==> src/rtl/monitor_pkg.sv <==
// Shared types, default sizes and helpers for the timing-monitor control loop.
package monitor_pkg;

   localparam int N_MON_DEF      = 8;
   localparam int CNT_W_DEF      = 16;
   localparam int TAP_W_DEF      = 4;
   localparam int SETTLE_CYC_DEF = 4;

   // Widest monitor array the popcount helper handles, and its result width
   localparam int MON_MAX = 64;
   localparam int PC_W    = 7;

   typedef enum logic [2:0] {
      IDLE,
      ARM,
      EVAL,
      DECIDE,
      REQ,
      SETTLE
   } state_t;

   // Counts set bits among the lowest n_mon bits of a zero-extended vector
   function automatic logic [PC_W-1:0] popcount(input logic [MON_MAX-1:0] vec, input int n_mon);
      logic [PC_W-1:0] cnt;
      cnt = '0;
      for (int i = 0; i < MON_MAX; i++) begin
         if ((i < n_mon) && vec[i]) begin
            cnt = cnt + PC_W'(1);
         end
      end
      return cnt;
   endfunction

endpackage

==> src/rtl/monitor_ctrl_if.sv <==
// Tap-change request/acknowledge handshake between the controller and the clock/DVFS owner.
interface monitor_ctrl_if;

   logic adj_req;
   logic adj_dir;
   logic adj_ack;

   modport master (
      output adj_req,
      output adj_dir,
      input  adj_ack
   );

   modport slave (
      input  adj_req,
      input  adj_dir,
      output adj_ack
   );

endinterface

==> src/rtl/monitor_ctrl_warn_sync.sv <==
// Two-flop synchronizer bringing the asynchronous monitor warnings into the clk domain.
module warn_sync #(
   parameter int N_MON = 8
) (
   input  logic             clk,
   input  logic             rst_n,
   input  logic [N_MON-1:0] async_in,
   output logic [N_MON-1:0] sync_out
);

   logic [N_MON-1:0] meta;

   always_ff @(posedge clk or negedge rst_n) begin
      if (!rst_n) begin
         meta     <= '0;
         sync_out <= '0;
      end else begin
         meta     <= async_in;
         sync_out <= meta;
      end
   end

endmodule

==> src/rtl/monitor_ctrl.sv <==
// Closed-loop controller: counts masked monitor warnings per evaluation window and
// requests delay-line tap moves over the adj req/ack handshake.
module monitor_ctrl
   import monitor_pkg::*;
#(
   parameter int N_MON      = N_MON_DEF,
   parameter int CNT_W      = CNT_W_DEF,
   parameter int TAP_W      = TAP_W_DEF,
   parameter int SETTLE_CYC = SETTLE_CYC_DEF
) (
   input  logic             clk,
   input  logic             rst_n,
   input  logic             enable,
   input  logic [CNT_W-1:0] eval_period,
   input  logic [CNT_W-1:0] warn_thresh,
   input  logic [N_MON-1:0] mon_mask,
   input  logic [N_MON-1:0] warning_in,
   output logic             detec_en,
   output logic [TAP_W-1:0] tap_sel,
   output logic [CNT_W-1:0] last_count,
   output logic             tap_sat,
   output logic             busy,
   monitor_ctrl_if.master   adj
);

   localparam int SUM_W = ((CNT_W > PC_W) ? CNT_W : PC_W) + 1;
   localparam int ST_W  = (SETTLE_CYC > 1) ? $clog2(SETTLE_CYC) : 1;
   localparam logic [CNT_W-1:0] CNT_MAX = '1;
   localparam logic [TAP_W-1:0] TAP_MAX = '1;

   state_t state_q, state_d;

   logic [N_MON-1:0] warn_synced;
   logic [N_MON-1:0] warn_s;
   logic [PC_W-1:0]  warn_pop;
   logic [SUM_W-1:0] warn_sum;
   logic [CNT_W-1:0] warn_next;
   logic [CNT_W-1:0] warn_cnt;
   logic [CNT_W-1:0] period_cnt;
   logic [CNT_W-1:0] period_eff;
   logic [ST_W-1:0]  settle_cnt;
   logic             period_last;
   logic             settle_last;
   logic             want_up;
   logic             want_down;
   logic             dir_q;

   warn_sync #(.N_MON(N_MON)) u_warn_sync (
      .clk      (clk),
      .rst_n    (rst_n),
      .async_in (warning_in),
      .sync_out (warn_synced)
   );

   // Saturating per-cycle accumulation of the masked, synchronized warnings
   assign warn_s      = warn_synced & mon_mask;
   assign warn_pop    = popcount(MON_MAX'(warn_s), N_MON);
   assign warn_sum    = SUM_W'(warn_cnt) + SUM_W'(warn_pop);
   assign warn_next   = (warn_sum > SUM_W'(CNT_MAX)) ? CNT_MAX : warn_sum[CNT_W-1:0];

   assign period_eff  = (eval_period == '0) ? CNT_W'(1) : eval_period;
   assign period_last = (period_cnt == (period_eff - CNT_W'(1)));
   assign settle_last = (settle_cnt == ST_W'(SETTLE_CYC - 1));
   assign want_up     = (warn_cnt > warn_thresh);
   assign want_down   = (warn_cnt == '0);

   assign detec_en    = (state_q == EVAL);
   assign busy        = (state_q != IDLE);
   assign adj.adj_req = (state_q == REQ);
   assign adj.adj_dir = dir_q;

   always_ff @(posedge clk or negedge rst_n) begin
      if (!rst_n) begin
         state_q <= IDLE;
      end else begin
         state_q <= state_d;
      end
   end

   // Dropping enable wins over every transition, including a pending ack
   always_comb begin
      state_d = state_q;
      if (!enable) begin
         state_d = IDLE;
      end else begin
         unique case (state_q)
            IDLE:    state_d = ARM;
            ARM:     state_d = EVAL;
            EVAL:    if (period_last) state_d = DECIDE;
            DECIDE: begin
               if (want_up && (tap_sel != TAP_MAX)) begin
                  state_d = REQ;
               end else if (want_down && (tap_sel != '0)) begin
                  state_d = REQ;
               end else begin
                  state_d = ARM;
               end
            end
            REQ:     if (adj.adj_ack) state_d = SETTLE;
            SETTLE:  if (settle_last) state_d = ARM;
            default: state_d = IDLE;
         endcase
      end
   end

   always_ff @(posedge clk or negedge rst_n) begin
      if (!rst_n) begin
         warn_cnt   <= '0;
         period_cnt <= '0;
         settle_cnt <= '0;
         last_count <= '0;
         tap_sel    <= '0;
         tap_sat    <= 1'b0;
         dir_q      <= 1'b0;
      end else if (enable) begin
         unique case (state_q)
            IDLE: tap_sat <= 1'b0;
            ARM: begin
               warn_cnt   <= '0;
               period_cnt <= '0;
            end
            EVAL: begin
               warn_cnt   <= warn_next;
               period_cnt <= period_cnt + CNT_W'(1);
            end
            DECIDE: begin
               last_count <= warn_cnt;
               if (want_up) begin
                  if (tap_sel == TAP_MAX) tap_sat <= 1'b1;
                  else                    dir_q   <= 1'b1;
               end else if (want_down) begin
                  if (tap_sel == '0) tap_sat <= 1'b1;
                  else               dir_q   <= 1'b0;
               end
            end
            REQ: begin
               if (adj.adj_ack) begin
                  tap_sel    <= dir_q ? (tap_sel + TAP_W'(1)) : (tap_sel - TAP_W'(1));
                  settle_cnt <= '0;
               end
            end
            SETTLE: settle_cnt <= settle_cnt + ST_W'(1);
            default: ;
         endcase
      end
   end

endmodule

==> src/flat_wrapper.sv <==
// flat-port wrapper written by rule: the top's interface ports become plain ports
module monitor_ctrl_flat import monitor_pkg::*;
#(
   parameter int N_MON      = N_MON_DEF,
   parameter int CNT_W      = CNT_W_DEF,
   parameter int TAP_W      = TAP_W_DEF,
   parameter int SETTLE_CYC = SETTLE_CYC_DEF
)
  (clk, rst_n, enable, eval_period, warn_thresh, mon_mask, warning_in, detec_en, tap_sel, last_count, tap_sat, busy, adj_adj_req, adj_adj_dir, adj_adj_ack);
  monitor_ctrl_if adj_i ();
  input  logic clk;
  input  logic rst_n;
  input  logic enable;
  input  logic [CNT_W-1:0] eval_period;
  input  logic [CNT_W-1:0] warn_thresh;
  input  logic [N_MON-1:0] mon_mask;
  input  logic [N_MON-1:0] warning_in;
  output logic detec_en;
  output logic [TAP_W-1:0] tap_sel;
  output logic [CNT_W-1:0] last_count;
  output logic tap_sat;
  output logic busy;
  output wire logic [$bits(adj_i.adj_req)-1:0] adj_adj_req;
  output wire logic [$bits(adj_i.adj_dir)-1:0] adj_adj_dir;
  input wire logic [$bits(adj_i.adj_ack)-1:0] adj_adj_ack;
  assign adj_adj_req = adj_i.adj_req;
  assign adj_adj_dir = adj_i.adj_dir;
  assign adj_i.adj_ack = adj_adj_ack;
  monitor_ctrl #(.N_MON(N_MON), .CNT_W(CNT_W), .TAP_W(TAP_W), .SETTLE_CYC(SETTLE_CYC)) u_core (.clk(clk), .rst_n(rst_n), .enable(enable), .eval_period(eval_period), .warn_thresh(warn_thresh), .mon_mask(mon_mask), .warning_in(warning_in), .detec_en(detec_en), .tap_sel(tap_sel), .last_count(last_count), .tap_sat(tap_sat), .busy(busy), .adj(adj_i));
endmodule
==> config.mk <==
export PLATFORM = sky130hd
export DESIGN_NAME = monitor_ctrl_flat
export DESIGN_NICKNAME = d
export VERILOG_FILES = /design/src/rtl/monitor_pkg.sv /design/src/rtl/monitor_ctrl_if.sv /design/src/rtl/monitor_ctrl_warn_sync.sv /design/src/rtl/monitor_ctrl.sv /design/src/flat_wrapper.sv
export SDC_FILE = /design/constraint.sdc
export NUM_CORES = 1
export LEC_CHECK = 0
export CAP_MARGIN = 10
export CELL_PAD_IN_SITES_DETAIL_PLACEMENT = 0
export CELL_PAD_IN_SITES_GLOBAL_PLACEMENT = 1
export CORE_MARGIN = 5
export CORE_UTILIZATION = 34
export CTS_CLUSTER_SIZE = 40
export DETAILED_ROUTE_END_ITERATION = 8
export GPL_TIMING_DRIVEN = 0
export PLACE_DENSITY_LB_ADDON = 0.1
export SLEW_MARGIN = 30
export SYNTH_ARGS = -nofsm -noshare
export SYNTH_HDL_FRONTEND = slang
export SYNTH_HIERARCHICAL = 1
export SYNTH_SLANG_ARGS = --single-unit
==> constraint.sdc <==
create_clock -name clk -period 7.2 [get_ports clk]
set_input_delay 1.44 -clock clk [delete_from_list [all_inputs] [get_ports clk]]
set_output_delay 1.44 -clock clk [all_outputs]
set_load 0.01 [all_outputs]
Yosys cells after proc, flatten, opt, wreduce, memory -nomap -nowiden --
Index checks and enable logic that the tools add are counted. W data, S select, Z words.
Word-level totals: bits in registers 75, bits of input ports 52, output and inout bits 25
Operators by class: add/subtract/negate cells 13, magnitude comparators 2, eq/ne operators 18, muxes and demuxes 31, bitwise gates (word level) 1, reduce and logical (&&, ||, !) cells 19
Operators by type and width (number):
- $pmux W16 S2 | 2
- $add A7 B1 Y7 const B | 7
- $mux W7 | 7
- $logic_not A16 Y1 | 2
- $mux W16 | 2
- $mux W3 | 6
- $pmux W3 S6 | 1
- $add A16 B7 Y17 | 1
- $gt A17 B16 Y1 const B | 1
- $add A16 B1 Y16 const B | 1
- $eq A16 B16 Y1 | 1
- $gt A16 B16 Y1 | 1
- $sub A16 B1 Y16 const B | 1
- $reduce_and A5 Y1 | 2
- $mux W1 | 9
- $ne A3 B2 Y1 const B | 3
- $reduce_and A3 Y1 | 3
- $and A8 B8 Y8 | 1
- $reduce_bool A2 Y1 | 4
- $eq A3 B2 Y1 const B | 2
- $eq A3 B3 Y1 const B | 2
- $ne A3 B1 Y1 const B | 2
- $add A4 B1 Y4 const B | 1
- $eq A4 B4 Y1 const B | 1
- 18 further kinds | 21

Logic depth before layout (Yosys ltp) --
Gate-level depths: netlist of the first run.
word-level depth 20, gate-level depth with buffers 29, gate-level depth less buffers 28

By module --
Netlist of the first run, hierarchy kept.
Modules (own cells, without submodules):
- monitor_ctrl | times used 1, cells each 518, area an instance 4391.7 um2
- warn_sync | times used 1, cells each 16, area an instance 400.4 um2

Worst setup path before layout of the first run --
Ideal clock, no wire load.
path kind input to register, from input port mon_mask[0], to register u_core.warn_cnt[9], data arrival time 6.510 ns, slack 0.625 ns, stages 26, buffers on the path 0, path through and2_1 -> ha_1 -> xnor2_1 -> ha_1 -> nand2_1 -> nand2_1 -> ha_1 -> nor2_1 -> a31oi_1 -> ha_1 -> mux2_2 -> ha_1 -> mux2i_1 -> inv_1 -> ha_1 -> nand2_1 -> o21ai_0 -> ha_1 -> a21o_1 -> a21oi_1 -> o21ai_0 -> a2111oi_0 -> nor3_1 -> and3_1 -> a31oi_1 -> o21a_1
On the way: longest elaborated chain between the ends 20
RTL lines:
- start, declared | line flat_wrapper.sv:16 | input logic [N_MON-1:0] mon_mask;
- $and A8 B8 Y8 (*) | line monitor_ctrl.sv:56 | assign warn_s = warn_synced & mon_mask;
- $mux W1 (*) | line monitor_pkg.sv:27 | if ((i < n_mon) && vec[i]) begin
- $add A7 B1 Y7 | line monitor_pkg.sv:28 | cnt = cnt + PC_W'(1);
- $mux W7 (*) | line monitor_pkg.sv:27
- $add A7 B1 Y7 | line monitor_pkg.sv:28
- $mux W7 (*) | line monitor_pkg.sv:27
- $add A7 B1 Y7 | line monitor_pkg.sv:28
- $mux W7 (*) | line monitor_pkg.sv:27
- [... 4 more ...]
- $add A7 B1 Y7 | line monitor_pkg.sv:28
- $mux W7 (*) | line monitor_pkg.sv:27
- $add A7 B1 Y7 | line monitor_pkg.sv:28
- $mux W7 (*) | line monitor_pkg.sv:27
- $add A16 B7 Y17 (*) | line monitor_ctrl.sv:58 | assign warn_sum = SUM_W'(warn_cnt) + SUM_W'(warn_pop);
- $gt A17 B16 Y1 | line monitor_ctrl.sv:59 | assign warn_next = (warn_sum > SUM_W'(CNT_MAX)) ? CNT_MAX : warn_sum[CNT_W-1:0];
- $mux W16 (*) | line monitor_ctrl.sv:59
- $pmux W16 S2 (*) | line monitor_ctrl.sv:116 | unique case (state_q)
- end signal, assigned | line monitor_ctrl.sv:123 | warn_cnt <= warn_next;
- end, declared | line monitor_ctrl.sv:38 | logic [CNT_W-1:0] warn_cnt;
Every way passes the cells marked *; elsewhere a longest branch is shown, timed or not. A chain may end at the register's enable or synchronous reset.

Worst setup path after layout of the first run --
from input port mon_mask[0], to register u_core.warn_cnt[7]
The elaborated chain is that of the path after synthesis.

==> run metrics, run 1 <==
outcome=complete, no violations; nature of the critical path endpoint=flip-flop; Lkg Pwr=2.76 nW; Worst R2R End=u_core/warn_cnt[7]; Final Hold Fails=0; Design Area, Final=6140 um^2; Clock Power Share=31.9%; DR WL/cell=14.9 um; power per cell area=214 nW/um^2; largest net degree at the start of global routing=45; vias post-DR=4,126; average size of a mapped cell=8.97 um^2; CP peak stage delay=0.43 ns; Crit path max-delay family=adder cells; Flop pwr share=39.3%; Syn Inst Count=534; Top FF cell, synth=dfrtp_1; Setup Crit Path Kind=input port to flip-flop; core area=13,800 um^2; Worst slew margin=37.9%; initial drt markers=203; H-tree lvl count=3; critical path depth=29; Tightest Hold Check Type=flip-flop to flip-flop; IO Pins=77; WHS Path Cells=0; critical path endpoint=u_core/warn_cnt[7]; final setup margin=0.444 ns; crit path time final=6.76 ns; Post-DP HPWL=9.20 mm; Worst-Skew Late Latency=0.33 ns; Via-to-Cell Ratio=5.10; Yosys top cell by area=dfrtp_1; grt ovf=0; Worst Reg-to-Reg Cells=28; Worst Path Required=7.43 ns; top cells by area, synth=dfrtp_1 39%, ha_1 8.9%, nand2_1 6.4%, xnor2_1 4.9%, o21ai_0 3.2%; clock sink count=75; Util after Layout=44.4%; first-pass GRT wire length=20.5 mm; Peak supply drop=95.0 uV; CP bufs+invs=4; worst path arrival time=6.99 ns; RSZ-0062 raised after global routing=no; Worst Setup SP=mon_mask[0]; initial antenna violation count=0; max_cap viols=0; CTS buffer count=9; Fmax achieved=148 MHz; Finished Layout Cells=809; number of global-route vias before repair=4,120; CTS root buffer=clkbuf_16; Cell Area, Synth=4790 um^2; Ant. Diodes=0; Int Pwr=0.903 mW; Tot Pwr=1.31 mW; GRT Util Overall=15.1%; register area share after synthesis=39.2%; Switch Pwr=0.409 mW; CP max FO=10; TNS Setup=0 ns; worst r2r src=u_core/u_warn_sync/sync_out[0]; post-synthesis async set-or-reset flop share=100%; CP max stage cell=fa_1; R2R Setup Slk=1.57 ns; share of the synthesized area in the top cell type=39.2%; # setup viols final=0; worst slew pin tran=0.924 ns; Clock Pin Slew Worst Setup and Hold Paths=0.06 ns; Switching Fraction=31.2%; Max Root-Sink Buffers=2; P&R area growth vs syn=28.1%; Place WS=-0.536 ns; Area after DPL=5810 um^2; Rows=43; die area=16,600 um^2; final hold slack=0.346 ns; Comb power frac=28.8%; 1st-pass router iterations=4; Port Buffers=76; Initial Util=34.7%; post-synthesis cell type count=57; drt total wl=12.0 mm; Routed Antenna Nets=0; GP Congestion=0.826; startpoint type of the worst setup path=input port; DP Cell Count=792; Remaining DRCs=0; Yosys warnings=6; share of layout cells above drive strength 1=5.56%; Final Cycle Share=93.8%; top-count cell post-synth=nand2_1; synth cell count leaders=82 x nand2_1, 75 x dfrtp_1, 34 x ha_1, 31 x o21ai_0, 28 x inv_1; TritonCTS clock tree=yes; skew final=0.00798 ns; Yosys reg bits=75; chip height=129 um; CP most frequent cell=ha_1; Die Width=129 um; Nets=712; fin. max-slew vios=0; EDFF count, synth=0
[power groups by stage]
stage          Sequential, mW  Combinational, mW  Clock (mW)
3_5_place_dp            0.524              0.370           0
6_report                0.516              0.378       0.419
5_1_grt                 0.523              0.431       0.449
3_3_place_gp            0.525              0.364           0
4_1_cts                 0.517              0.374       0.435
2_1_floorplan           0.515              0.223           0
[timing repair]
action / in CTS / in global routing
pin swaps: 0 / 2
hold buffers: 0 / 0
buffers inserted: 0 / 1
gates resized for setup: 3 / 8
endpoints found under the setup margin: 13 / 16
[area by class of cell]
| class | count | area [um^2] |
|---|---|---|
| Sequential cell | 75 | 1880 |
| Timing Repair Buffer | 78 | 797 |
| Clock buffer | 14 | 264 |
| Multi-Input combinational cell | 417 | 2800 |
| Fill cell | 1364 | 7690 |
| Tap cell | 180 | 225 |
| Buffer | 15 | 60.1 |
| Inverter | 28 | 105 |
| Clock inverter | 2 | 10.0 |
[metal layers]
metal	GRT usage, %	wire length [um]
met2	23.8	5610
met1	21.1	5840
met5	0	0
met3	2.53	397
met4	5.44	191
[worst min path at each step]
| stage | startpoint | slack [ns] | end |
|---|---|---|---|
| 2_1_floorplan | u_core/u_warn_sync/meta[0] | 0.33 | u_core/u_warn_sync/sync_out[0] |
| 3_3_place_gp | u_core/u_warn_sync/meta[4] | 0.33 | u_core/u_warn_sync/sync_out[4] |
| 3_5_place_dp | u_core/u_warn_sync/meta[3] | 0.33 | u_core/u_warn_sync/sync_out[3] |
| 4_1_cts | u_core/u_warn_sync/meta[4] | 0.35 | u_core/u_warn_sync/sync_out[4] |
| 5_1_grt | u_core/u_warn_sync/meta[3] | 0.35 | u_core/u_warn_sync/sync_out[3] |
| 6_report | u_core/u_warn_sync/meta[3] | 0.35 | u_core/u_warn_sync/sync_out[3] |
[kinds of logic after synthesis]
family / synth area share (%)
fa+ha+maj: 9.71
mux: 1.33
buf+inv: 3.37
compound gates: 14.9
simple gates: 23.4
xor+xnor: 7.96
other cells: 0.0783
flops: 39.2
[state kept, by name (all words and copies together), names as in the netlist]
| signal | flops |
|---|---|
| u_core/last_count | 16 |
| u_core/period_cnt | 16 |
| u_core/warn_cnt | 16 |
| u_core/u_warn_sync/meta | 8 |
| u_core/u_warn_sync/sync_out | 8 |
| u_core/tap_sel | 4 |
| u_core/state_q | 3 |
| u_core/settle_cnt | 2 |
| u_core/adj.adj_dir | 1 |
| u_core/tap_sat | 1 |
[cell usage in the layout (no fill, tap or decap), types with 16 or more instances in the layout]
cell type,instances
ha_1,34
clkdlybuf4s50_1,75
dfrtp_1,75
nand2_1,82
nand3_1,23
nor2_1,26
a21oi_1,25
clkbuf_1,16
inv_1,28
o21ai_0,31
xnor2_1,26
Note: power is estimated with default switching activity, not from simulation.
==> run 2: changes to the inputs <==
--- a/config.mk
+++ b/config.mk
@@ -13,8 +13,8 @@
 export CTS_CLUSTER_SIZE = 40
 export DETAILED_ROUTE_END_ITERATION = 8
 export GPL_TIMING_DRIVEN = 0
-export PLACE_DENSITY_LB_ADDON = 0.1
-export SLEW_MARGIN = 30
+export PLACE_DENSITY = 0.74
+export SLEW_MARGIN = 20
 export SYNTH_ARGS = -nofsm -noshare
 export SYNTH_HDL_FRONTEND = slang
 export SYNTH_HIERARCHICAL = 1
==> run 2 against run 1 <==
Compared with the run above: routed wire length up 0.56%; non-clock buffer count is 1 higher; sequential share of layout area shrank 0.48 points; critical path depth shrank 2; combinational power up 2%; global-route usage decreased by 0.17 points; via count rose by 2.5%; clock-buffer cell count decreased by 4; setup slack worse by 0.10 ns; largest power group is now clock.
==> run metrics, run 2 (same netlist as run 1, synthesis figures left out) <==
Rows=43 (unchanged); CTS root buffer=clkbuf_16 (unchanged); outcome=complete, no violations (unchanged); fin. max-slew vios=0 (unchanged); grt ovf=0 (unchanged); Worst-Skew Late Latency=0.33 ns (about the same); Routed Antenna Nets=0 (unchanged); IO Pins=77 (unchanged); clock sink count=75 (unchanged); first-pass GRT wire length=20.3 mm (was 20.5 mm); TritonCTS clock tree=yes (unchanged); max_cap viols=0 (unchanged); DR WL/cell=14.9 um (about the same); share of layout cells above drive strength 1=6.83% (was 5.56%); Place WS=-0.604 ns (was -0.536 ns); vias post-DR=4,229 (was 4,126); max layer used=met4 (unchanged); 1st-pass router iterations=5 (was 4); drt total wl=12.1 mm (was 12.0 mm); Clock Pin Slew Worst Setup and Hold Paths=0.06 ns (about the same); Design Area, Final=6240 um^2 (was 6140 um^2); Remaining DRCs=0 (unchanged); nature of the critical path endpoint=flip-flop (unchanged); initial drt markers=203 (unchanged); largest net degree at the start of global routing=45 (unchanged); CP bufs+invs=2 (was 4); Setup Crit Path Kind=input port to flip-flop (unchanged); worst path arrival time=7.13 ns (was 6.99 ns); routed length on met1=5.41 mm (was 5.84 mm); CP max stage cell=a2111oi_2 (was fa_1); Worst slew margin=32.3% (was 37.9%); R2R Setup Slk=1.48 ns (was 1.57 ns); Largest regs=u_core/last_count: 16 flops, u_core/period_cnt: 16 flops, u_core/warn_cnt: 16 flops (unchanged); Ant. Diodes=0 (unchanged); Peak supply drop=134 uV (was 95.0 uV); Util after Layout=45.1% (was 44.4%); final setup margin=0.343 ns (was 0.444 ns); Initial Util=34.7% (unchanged); Lkg Pwr=2.81 nW (was 2.76 nW); CP max FO=6 (was 10); startpoint type of the worst setup path=input port (unchanged); Fmax achieved=146 MHz (was 148 MHz); GP Congestion=0.832 (was 0.826); Tot Pwr=1.43 mW (was 1.31 mW); power per cell area=229 nW/um^2 (was 214 nW/um^2); met2 WL=5.90 mm (was 5.61 mm); GRT Util Overall=15.0% (was 15.1%); Area after DPL=5800 um^2 (was 5810 um^2); commonest non-fill, non-tap cells in the layout=82 x nand2_1, 75 x clkdlybuf4s50_1, 75 x dfrtp_1 (unchanged); P&R area growth vs syn=30.1% (was 28.1%); initial antenna violation count=0 (unchanged); TNS Setup=0 ns (unchanged); Crit path max-delay family=adder cells (unchanged); RSZ-0062 raised after global routing=no (unchanged); Nets=713 (was 712); DP Cell Count=792 (unchanged); Max Root-Sink Buffers=2 (unchanged); worst slew pin tran=1.01 ns (was 0.924 ns); CTS buffer count=9 (unchanged); final hold slack=0.347 ns (was 0.346 ns); Worst Path Required=7.47 ns (was 7.43 ns); metal3 WL=571 um (was 397 um); chip height=129 um (unchanged); Finished Layout Cells=810 (was 809); core area=13,800 um^2 (unchanged); Die Width=129 um (unchanged); commonest non-fill, non-tap cell in the layout=nand2_1 (unchanged); CP peak stage delay=0.44 ns (was 0.43 ns); Port Buffers=76 (unchanged); die area=16,600 um^2 (unchanged); # setup viols final=0 (unchanged); CP most frequent cell=ha_1 (unchanged); skew final=0.00517 ns (was 0.00798 ns); number of global-route vias before repair=4,252 (was 4,120); Post-DP HPWL=9.21 mm (was 9.20 mm); Tightest Hold Check Type=flip-flop to flip-flop (unchanged); Final Hold Fails=0 (unchanged); H-tree lvl count=3 (unchanged); Final Cycle Share=95.2% (was 93.8%); Via-to-Cell Ratio=5.22 (was 5.10); crit path time final=6.86 ns (was 6.76 ns)
-- run 2: what timing repair did --
action | CTS | global route
hold buffers | 0 | 0
buffers inserted | 0 | 2
pin swaps | 0 | 4
endpoints found under the hold margin | 0 | 0
resized for setup | 3 | 14
setup endpoints to repair | 13 | 16
-- run 2: worst register-to-register path, delay by kind of cell, from the launching register on --
family                   cells  cell delay (ns)
multiplexers                 2             0.45
AND/OR/NAND/NOR              7             0.96
flip-flops                   1             0.38
AO/OA/AOI/OAI                8             1.46
XOR/XNOR                     1             0.24
buffers and inverters        1             0.09
adder cells (fa/ha/maj)      7             2.09
-- run 2: path summary, 6_finish.rpt --
check,start,end,depth (start not counted)
max,mon_mask[0],u_core/warn_cnt[9],27
min in group asynchronous,rst_n,u_core/tap_sel[0],1
min reg2reg,u_core/u_warn_sync/meta[6],u_core/u_warn_sync/sync_out[6],0
max in group asynchronous,rst_n,u_core/u_warn_sync/sync_out[6],2
max reg2reg,u_core/u_warn_sync/sync_out[0],u_core/warn_cnt[9],26
min,u_core/u_warn_sync/meta[6],u_core/u_warn_sync/sync_out[6],0
-- run 2: area by class of cell --
| class | count | area, um^2 |
|---|---|---|
| multi-input combinational | 417 | 2830 |
| tap | 180 | 225 |
| inverter | 28 | 105 |
| buffer | 15 | 60.1 |
| clock buffer | 10 | 239 |
| clock inverter | 6 | 111 |
| timing repair buffer | 79 | 793 |
| fill | 1314 | 7590 |
| sequential | 75 | 1880 |
-- run 2: where the power goes --
group	switching, mW	total, mW	internal [mW]	leakage (nW)
Combinational	0.196	0.385	0.189	1.65
Clock	0.177	0.526	0.349	0.169
Sequential	0.0517	0.518	0.466	0.990
-- run 2: layer usage --
metal	track usage [%]	vias up
met3	2.78	16
met5	0	-
li1	-	2098
met4	5.31	0
met1	19.3	2021
met2	25.2	94
==> run 3: changes to the inputs <==
--- a/config.mk
+++ b/config.mk
@@ -13,6 +13,7 @@
 export CTS_CLUSTER_SIZE = 40
 export DETAILED_ROUTE_END_ITERATION = 8
 export GPL_TIMING_DRIVEN = 0
+export HOLD_SLACK_MARGIN = 0.08
 export PLACE_DENSITY = 0.74
 export SLEW_MARGIN = 20
 export SYNTH_ARGS = -nofsm -noshare
==> results of run 3 <==
The final DEF is identical to that of run 2; final timing and power are the same.
